$ cat config.mk
export PLATFORM = sky130hd
export DESIGN_NAME = mult_rr_arbiter
export DESIGN_NICKNAME = d
export VERILOG_FILES = /design/src/rtl/mult_rr_arbiter.sv
export SDC_FILE = /design/constraint.sdc
export NUM_CORES = 1
export LEC_CHECK = 0
export ABC_AREA = 1
export BUFFER_PORTS_ARGS = -buffer_cell sky130_fd_sc_hd__buf_2
export CAP_MARGIN = 20
export CORE_MARGIN = 1.5
export CORE_UTILIZATION = 45
export DETAILED_ROUTE_END_ITERATION = 10
export GPL_ROUTABILITY_DRIVEN = 0
export HOLD_SLACK_MARGIN = 0.15
export PLACE_DENSITY = 0.87
export REMOVE_ABC_BUFFERS = 1
export SLEW_MARGIN = 15
export SYNTH_ARGS = -nofsm -noshare
export SYNTH_HDL_FRONTEND = slang
export SYNTH_SLANG_ARGS = --single-unit
$ cat constraint.sdc
create_clock -name clk -period 4.24 [get_ports clk]
set_input_delay 0.424 -clock clk [delete_from_list [all_inputs] [get_ports clk]]
set_output_delay 0.424 -clock clk [all_outputs]
set_load 0.02 [all_outputs]
$ cat src/rtl/mult_rr_arbiter.sv
// Round-robin arbiter that shares one pipelined external multiplier among NREQ
// requesters and routes each product back to its requester LAT edges after issue.
module mult_rr_arbiter #(
  parameter int unsigned WIDTH = 8,
  parameter int unsigned NREQ  = 4,
  parameter int unsigned LAT   = 3
) (
  input  logic                      clk,
  input  logic                      clr_n,
  input  logic [NREQ-1:0]           req_valid,
  output logic [NREQ-1:0]           req_ready,
  input  logic [NREQ*WIDTH-1:0]     req_a,
  input  logic [NREQ*WIDTH-1:0]     req_b,
  output logic [WIDTH-1:0]          mul_a,
  output logic [WIDTH-1:0]          mul_b,
  input  logic [2*WIDTH-1:0]        mul_result,
  output logic [NREQ-1:0]           rsp_valid,
  output logic [2*WIDTH-1:0]        rsp_result,
  output logic [$clog2(LAT+1)-1:0]  inflight
);

  localparam int unsigned IW = $clog2(NREQ);
  localparam int unsigned CW = IW + 1;
  localparam int unsigned FW = $clog2(LAT + 1);

  logic [IW-1:0] ptr;
  logic [IW-1:0] gnt_idx;
  logic          gnt_found;
  logic [CW-1:0] cand;
  logic          issue;
  logic          retire;
  logic [LAT-1:0] tag_vld;
  logic [IW-1:0]  tag_idx [LAT];

  // First asserted requester at or after the pointer, wrapping past NREQ-1.
  always_comb begin
    gnt_found = 1'b0;
    gnt_idx   = '0;
    cand      = '0;
    for (int unsigned off = 0; off < NREQ; off++) begin
      cand = {1'b0, ptr} + CW'(off);
      if (cand >= CW'(NREQ)) begin
        cand = cand - CW'(NREQ);
      end
      if (!gnt_found && req_valid[cand[IW-1:0]]) begin
        gnt_found = 1'b1;
        gnt_idx   = cand[IW-1:0];
      end
    end
  end

  // Grant is suppressed while reset is held so nothing reaches the multiplier.
  always_comb begin
    req_ready = '0;
    if (clr_n && gnt_found) begin
      req_ready = NREQ'(1) << gnt_idx;
    end
  end

  always_comb begin
    mul_a = '0;
    mul_b = '0;
    for (int unsigned i = 0; i < NREQ; i++) begin
      if (req_ready[i]) begin
        mul_a = req_a[i*WIDTH +: WIDTH];
        mul_b = req_b[i*WIDTH +: WIDTH];
      end
    end
  end

  assign issue  = |(req_valid & req_ready);
  assign retire = tag_vld[LAT-1];

  always_ff @(posedge clk or negedge clr_n) begin
    if (!clr_n) begin
      ptr <= '0;
    end else if (issue) begin
      ptr <= (gnt_idx == IW'(NREQ - 1)) ? '0 : gnt_idx + IW'(1);
    end
  end

  // Tag chain mirrors the multiplier pipeline; it never stalls.
  always_ff @(posedge clk or negedge clr_n) begin
    if (!clr_n) begin
      tag_vld <= '0;
      for (int unsigned k = 0; k < LAT; k++) begin
        tag_idx[k] <= '0;
      end
    end else begin
      tag_vld[0] <= issue;
      tag_idx[0] <= gnt_idx;
      for (int unsigned k = 1; k < LAT; k++) begin
        tag_vld[k] <= tag_vld[k-1];
        tag_idx[k] <= tag_idx[k-1];
      end
    end
  end

  always_ff @(posedge clk or negedge clr_n) begin
    if (!clr_n) begin
      inflight <= '0;
    end else begin
      case ({issue, retire})
        2'b10:   inflight <= inflight + FW'(1);
        2'b01:   inflight <= inflight - FW'(1);
        default: inflight <= inflight;
      endcase
    end
  end

  always_comb begin
    rsp_valid  = '0;
    rsp_result = '0;
    if (retire) begin
      rsp_valid  = NREQ'(1) << tag_idx[LAT-1];
      rsp_result = mul_result;
    end
  end

endmodule

; Yosys cells after proc, flatten, opt, wreduce, memory -nomap -nowiden
; Index checks and enable logic that the tools add are counted.
[word_totals]
ff_bits = 13
elab_cells = 72
[op_classes]
n_eq_ne = 3
shift = 2
n_bitwise = 1
n_addsub = 10
n_reduce_logical = 9
magnitude_cmp = 8
mux = 33
[op_table]
columns = op, n
row1 = 8-bit two-way mux, 8
row2 = 2-bit two-way mux, 9
row3 = 16-bit two-way mux, 1
row4 = "2-bit by 3-bit less-than comparator with 1-bit output, second input constant", 4
row5 = "2-bit by 1-bit subtractor with 2-bit output, second input constant", 5
row6 = "3-bit >= comparator, second input constant", 3
row7 = 1-bit binary-select mux with 2-bit select, 4
row8 = 1-bit two-way mux, 8
row9 = 4-bit two-way mux, 2
row10 = "1-bit by 2-bit left shift with 4-bit output, first input constant", 2
row11 = "2-bit by 2-bit adder with 3-bit output, second input constant", 2
row12 = "2-bit by 1-bit adder with 2-bit output, second input constant", 2
row13 = 4-bit bitwise AND, 1
row14 = "2-bit == test, second input constant", 2
row15 = 1-bit logical AND, 4
row16 = 2-bit one-hot mux with 2 select lines, 1
row17 = 4-bit OR reduction, 1
row18 = "2-bit by 1-bit adder with 3-bit output, second input constant", 1
row19 = "2-bit by 3-bit >= comparator with 1-bit output, second input constant", 1
row20 = 1-bit zero test, 3
row21 = "2-bit by 1-bit == test with 1-bit output, second input constant", 1
row22 = 2-bit nonzero test, 1

; Longest topological paths before layout
[logic_depth]
depth_word = 20
ltp_mapped = 19
mapped_depth_nobuf = 18

; Least setup slack after synthesis
; Ideal clock, no wire load.
[synth_timing]
kind = reg-to-output
startpoint = register ptr[0]
endpoint = output port mul_a[0]
path_slack_ns = 1.265
path_stages_with_launch = 18
required_time_ns = 3.816
t_arrival_ns = 2.551
path_cell_list = dfrtp_1 > buf_4 > nand2_1 > o21ai_0 > o21ai_1 > nor2_1 > o21ai_0 > nand3_1 > inv_1 > ha_1 > clkbuf_1 > inv_1 > nor2_4 > buf_4 > nand2_1 > nand3_1 > nand2_1 > nand2_1
[synth_between]
word_cells_on_any_way = 44
[synth_rtl]
columns = item, line
row1 = "start, declared", 26  ; logic [IW-1:0] ptr;
row2 = "start signal, assigned", 78  ; ptr <= (gnt_idx == IW'(NREQ - 1)) ? '0 : gnt_idx + IW'(1);
row3 = "parallel branches: the longest is 13 deep, another holds 2-bit by 1-bit adder with 3-bit output", --
row4 = 2-bit two-way mux (*), 45  ; if (!gnt_found && req_valid[cand[IW-1:0]]) begin
row5 = named net gnt_idx[0], 27  ; logic [IW-1:0] gnt_idx;
row6 = 1-bit by 2-bit left shift with 4-bit output (*), 56  ; req_ready = NREQ'(1) << gnt_idx;
row7 = 4-bit two-way mux (*), 55  ; if (clr_n && gnt_found) begin
row8 = named net req_ready[1], 11  ; output logic [NREQ-1:0] req_ready,
row9 = 8-bit two-way mux (*) (3 in series), 64  ; if (req_ready[i]) begin
row10 = "end, declared", 14  ; output logic [WIDTH-1:0] mul_a,
; Mark *: on every way through the listed nets, which the timed path passes. The select of a mux whose other input is x is not followed.

; Worst setup path in the final report
[layout_timing]
startpoint = register ptr[0]
endpoint = output port mul_b[4]
[layout_between]
elab_chain_len = 20
word_cells_on_any_way = 44
[layout_rtl]
columns = item, line
row1 = "parallel branches: the longest is 15 deep, another holds 2-bit by 1-bit adder with 3-bit output", --
row2 = 4-bit two-way mux (*), 55
row3 = 8-bit two-way mux (3 in series), 64
row4 = 8-bit two-way mux (*), 64
row5 = "end, declared", 15  ; output logic [WIDTH-1:0] mul_b,
; Every way passes the cells marked *. The select of a mux whose other input is x is not followed.

==> impl_metrics.json <==
{
  "worstReg2RegEnd": "inflight[1]",
  "crit_top_cell": "nand2_1",
  "grt_pass1_wl_um": 7838,
  "reg2reg_from": "ptr[0]",
  "whs_ns": 0.3474,
  "worstHoldPathCells": 0,
  "finalMaxSlewViolations": 0,
  "drv_cap": 0,
  "critPathBufInv": 4,
  "firstDrtPassIters": 4,
  "numPlacedInstances": 505,
  "crit_path_top_delay_cell": "dfrtp_1",
  "synth_flop_cell": "dfrtp_1",
  "crit_family": "simple AND/OR/NAND/NOR gates",
  "timing.final.crit_share_pct": 85.73,
  "async_flop_share_pct": 100.0,
  "crit_chain": "inv_2 -> nand2_1 -> nand2_1 -> nand2_1 -> nand2_1 -> nor2_4 -> nand3b_1 -> o21ai_0 -> ha_1 -> buf_4 -> inv_1 -> nor2_4 -> nand2_1 -> nand3_1 -> nand2_1 -> nand2_1 -> buf_2",
  "pin_count": 128,
  "synth_edf_count": 0,
  "placed_area_mm2": 0.002414,
  "wl_per_cell_um": 9.422,
  "finalSetupTns_ns": 0,
  "hold_violations": 0,
  "clk_pin_slew_worst_paths_ns": 0.05,
  "synth-seq-area-share_pct": 18.18,
  "syn-instance-count": 340,
  "synth_top_area_share_pct": 33.57,
  "max-slew-margin-rel_pct": 66.03,
  "status": "finished, final reports clean",
  "hold_buffers": 1,
  "via_count": 2308,
  "yosys-top-cells-area": "nand2_1 34%, dfrtp_1 18%, inv_1 14%",
  "initialDrtViolationCount": 102,
  "vias_per_cell": 4.525,
  "hold_class": "flip-flop to flip-flop",
  "rows": 22,
  "core_region_area_mm2": 0.003744,
  "syn-mean-instance-area_um2": 5.262,
  "hold-path-endpoint": "tag_idx[3]",
  "yosysWarningCount": 0,
  "setup_viol": 0,
  "nets": 554,
  "grt_pass1_vias": 1983,
  "area_delta_synth_final_pct": 37.97,
  "grt_use_total_pct": 22.24,
  "cts_buffers": 3,
  "fin_crit_ns": 3.635,
  "port_buffers": 127,
  "die_h_um": 66.06,
  "drc_errors": 0,
  "slowest_delay_ns": 0.54,
  "worstPathRequired_ns": 3.82,
  "synthDistinctLibCells": 26,
  "power_density_mw_per_mm2": 883.4,
  "cts_resized": 0,
  "rr_worst_depth": 17,
  "start_kind": "flip-flop",
  "die-area_mm2": 0.004363,
  "synth_top_cell_by_area": "nand2_1",
  "rsz0062_at_grt": "false",
  "clockBufferDepth": 2,
  "cts_max_level": 1,
  "wl_um": 4805,
  "clock-sinks": 13,
  "critPathCaptureType": "output pin",
  "drive_above_1_share_pct": 33.55,
  "worst-path-stages": 17,
  "clock_latency_ns": 0.24,
  "synth-seq-cells": 13,
  "dp_hpwl_um": 3856,
  "worst_pin_slew_ns": 0.5096,
  "fp.dieW_um": 66.06,
  "yosysMostFrequentCell": "nand2_1",
  "clk_root_buffer_cell": "clkbuf_8",
  "stdcell_area_mm2": 0.002469,
  "instances_no_fill": 510,
  "syn-cell-area_mm2": 0.001789,
  "crit_arrival_ns": 3.21,
  "overflow": 0,
  "antenna_found_initial": 0,
  "start_util_pct": 47.79,
  "worstSetupPathType": "flip-flop to output pin",
  "grt_start_max_net_pins": 19,
  "min_from": "tag_idx[5]",
  "post_cts_buffers": 0,
  "synth_commonest_cells": "160 x nand2_1, 67 x inv_1, 20 x nand3_1",
  "drtAntennaViolNets": 0,
  "cts_tree": "done",
  "num_antenna_cells": 0,
  "crit_path_max_fanout": 18,
  "power_leakage_nw": 1.813,
  "skew_ns": 0.0004144,
  "fmax_mhz": 275.1,
  "irDropWorstVdd_v": 0.0004781,
  "r2r_slack_ns": 0.99
}
[through the flow]
step,total power [mW],utilization [%],worst slack (ns)
after global routing,2.444,65.94,0.2261
final,2.181,65.94,0.6052
after floorplan,1.572,-,1.139
after CTS,2.193,65.94,0.6158
after global placement,2.044,64.47,0.9174
after detailed placement,2.074,64.47,0.8743
[area by class of cell]
cell class                      count  area (um2)
Tap cell                           48       60.06
Timing Repair Buffer              129       653.1
Fill cell                         359        1275
Sequential cell                    13       325.3
Multi-Input combinational cell    234        1075
Clock buffer                        4       45.04
Inverter                           82       310.3
[sequential cells by signal (all words and copies together) (netlist names)]
register / count
ptr: 2
tag_vld: 3
inflight: 2
tag_idx: 6
[logic make-up (layout without fill, tap and decap cells)]
logic type	Yosys count	after routing	synth area share, %
DFF	13	13	18.18
adders and majority gates	5	5	3.497
and+or+nand+nor	219	219	53.36
xor gates and xnor gates	2	2	0.9792
buffers and inverters	93	215	21.75
AOI/OAI and AO/OA	8	8	2.237
[where the power goes]
group	switching (mW)	internal, mW
clock	0.0397	0.0660
sequential	0.0600	0.186
combinational	1.22	0.613
total	1.32	0.865
[cell usage in the layout, fill, tap and decap left out, types with 2 or more instances in the layout]
| master | n |
|---|---|
| nor3_1 | 4 |
| nand2_1 | 160 |
| nor2_4 | 3 |
| inv_2 | 13 |
| clkbuf_8 | 3 |
| inv_1 | 67 |
| ha_1 | 5 |
| nor2_1 | 19 |
| nand4_1 | 5 |
| xnor2_1 | 2 |
| dfrtp_1 | 13 |
| buf_2 | 127 |
| nand2_2 | 2 |
| o21ai_0 | 6 |
| nand3_1 | 20 |
[worst max-delay path by stage]
| stage | start | to | slack (ns) |
|---|---|---|---|
| 2_1_floorplan | ptr[0] | mul_a[0] | 1.14 |
| 3_3_place_gp | ptr[0] | mul_a[4] | 0.92 |
| 3_5_place_dp | ptr[0] | mul_a[4] | 0.87 |
| 4_1_cts | ptr[0] | mul_a[4] | 0.62 |
| 5_1_grt | ptr[0] | mul_b[3] | 0.23 |
| 6_report | ptr[0] | mul_b[4] | 0.61 |
[routing by layer]
| layer | up-vias | wire length [um] | part of all wire (%) | track usage (%) |
|---|---|---|---|---|
| li1 | 1219 | - | - | - |
| met1 | 975 | 2015 | 42 | 24.63 |
| met2 | 107 | 2335 | 49 | 44.44 |
| met3 | 7 | 399 | 8.3 | 2.215 |
| met4 | 0 | 55 | 1.1 | 5.612 |
| met5 | - | 0 | 0 | 0 |
Power figures use the tool's default switching activity.
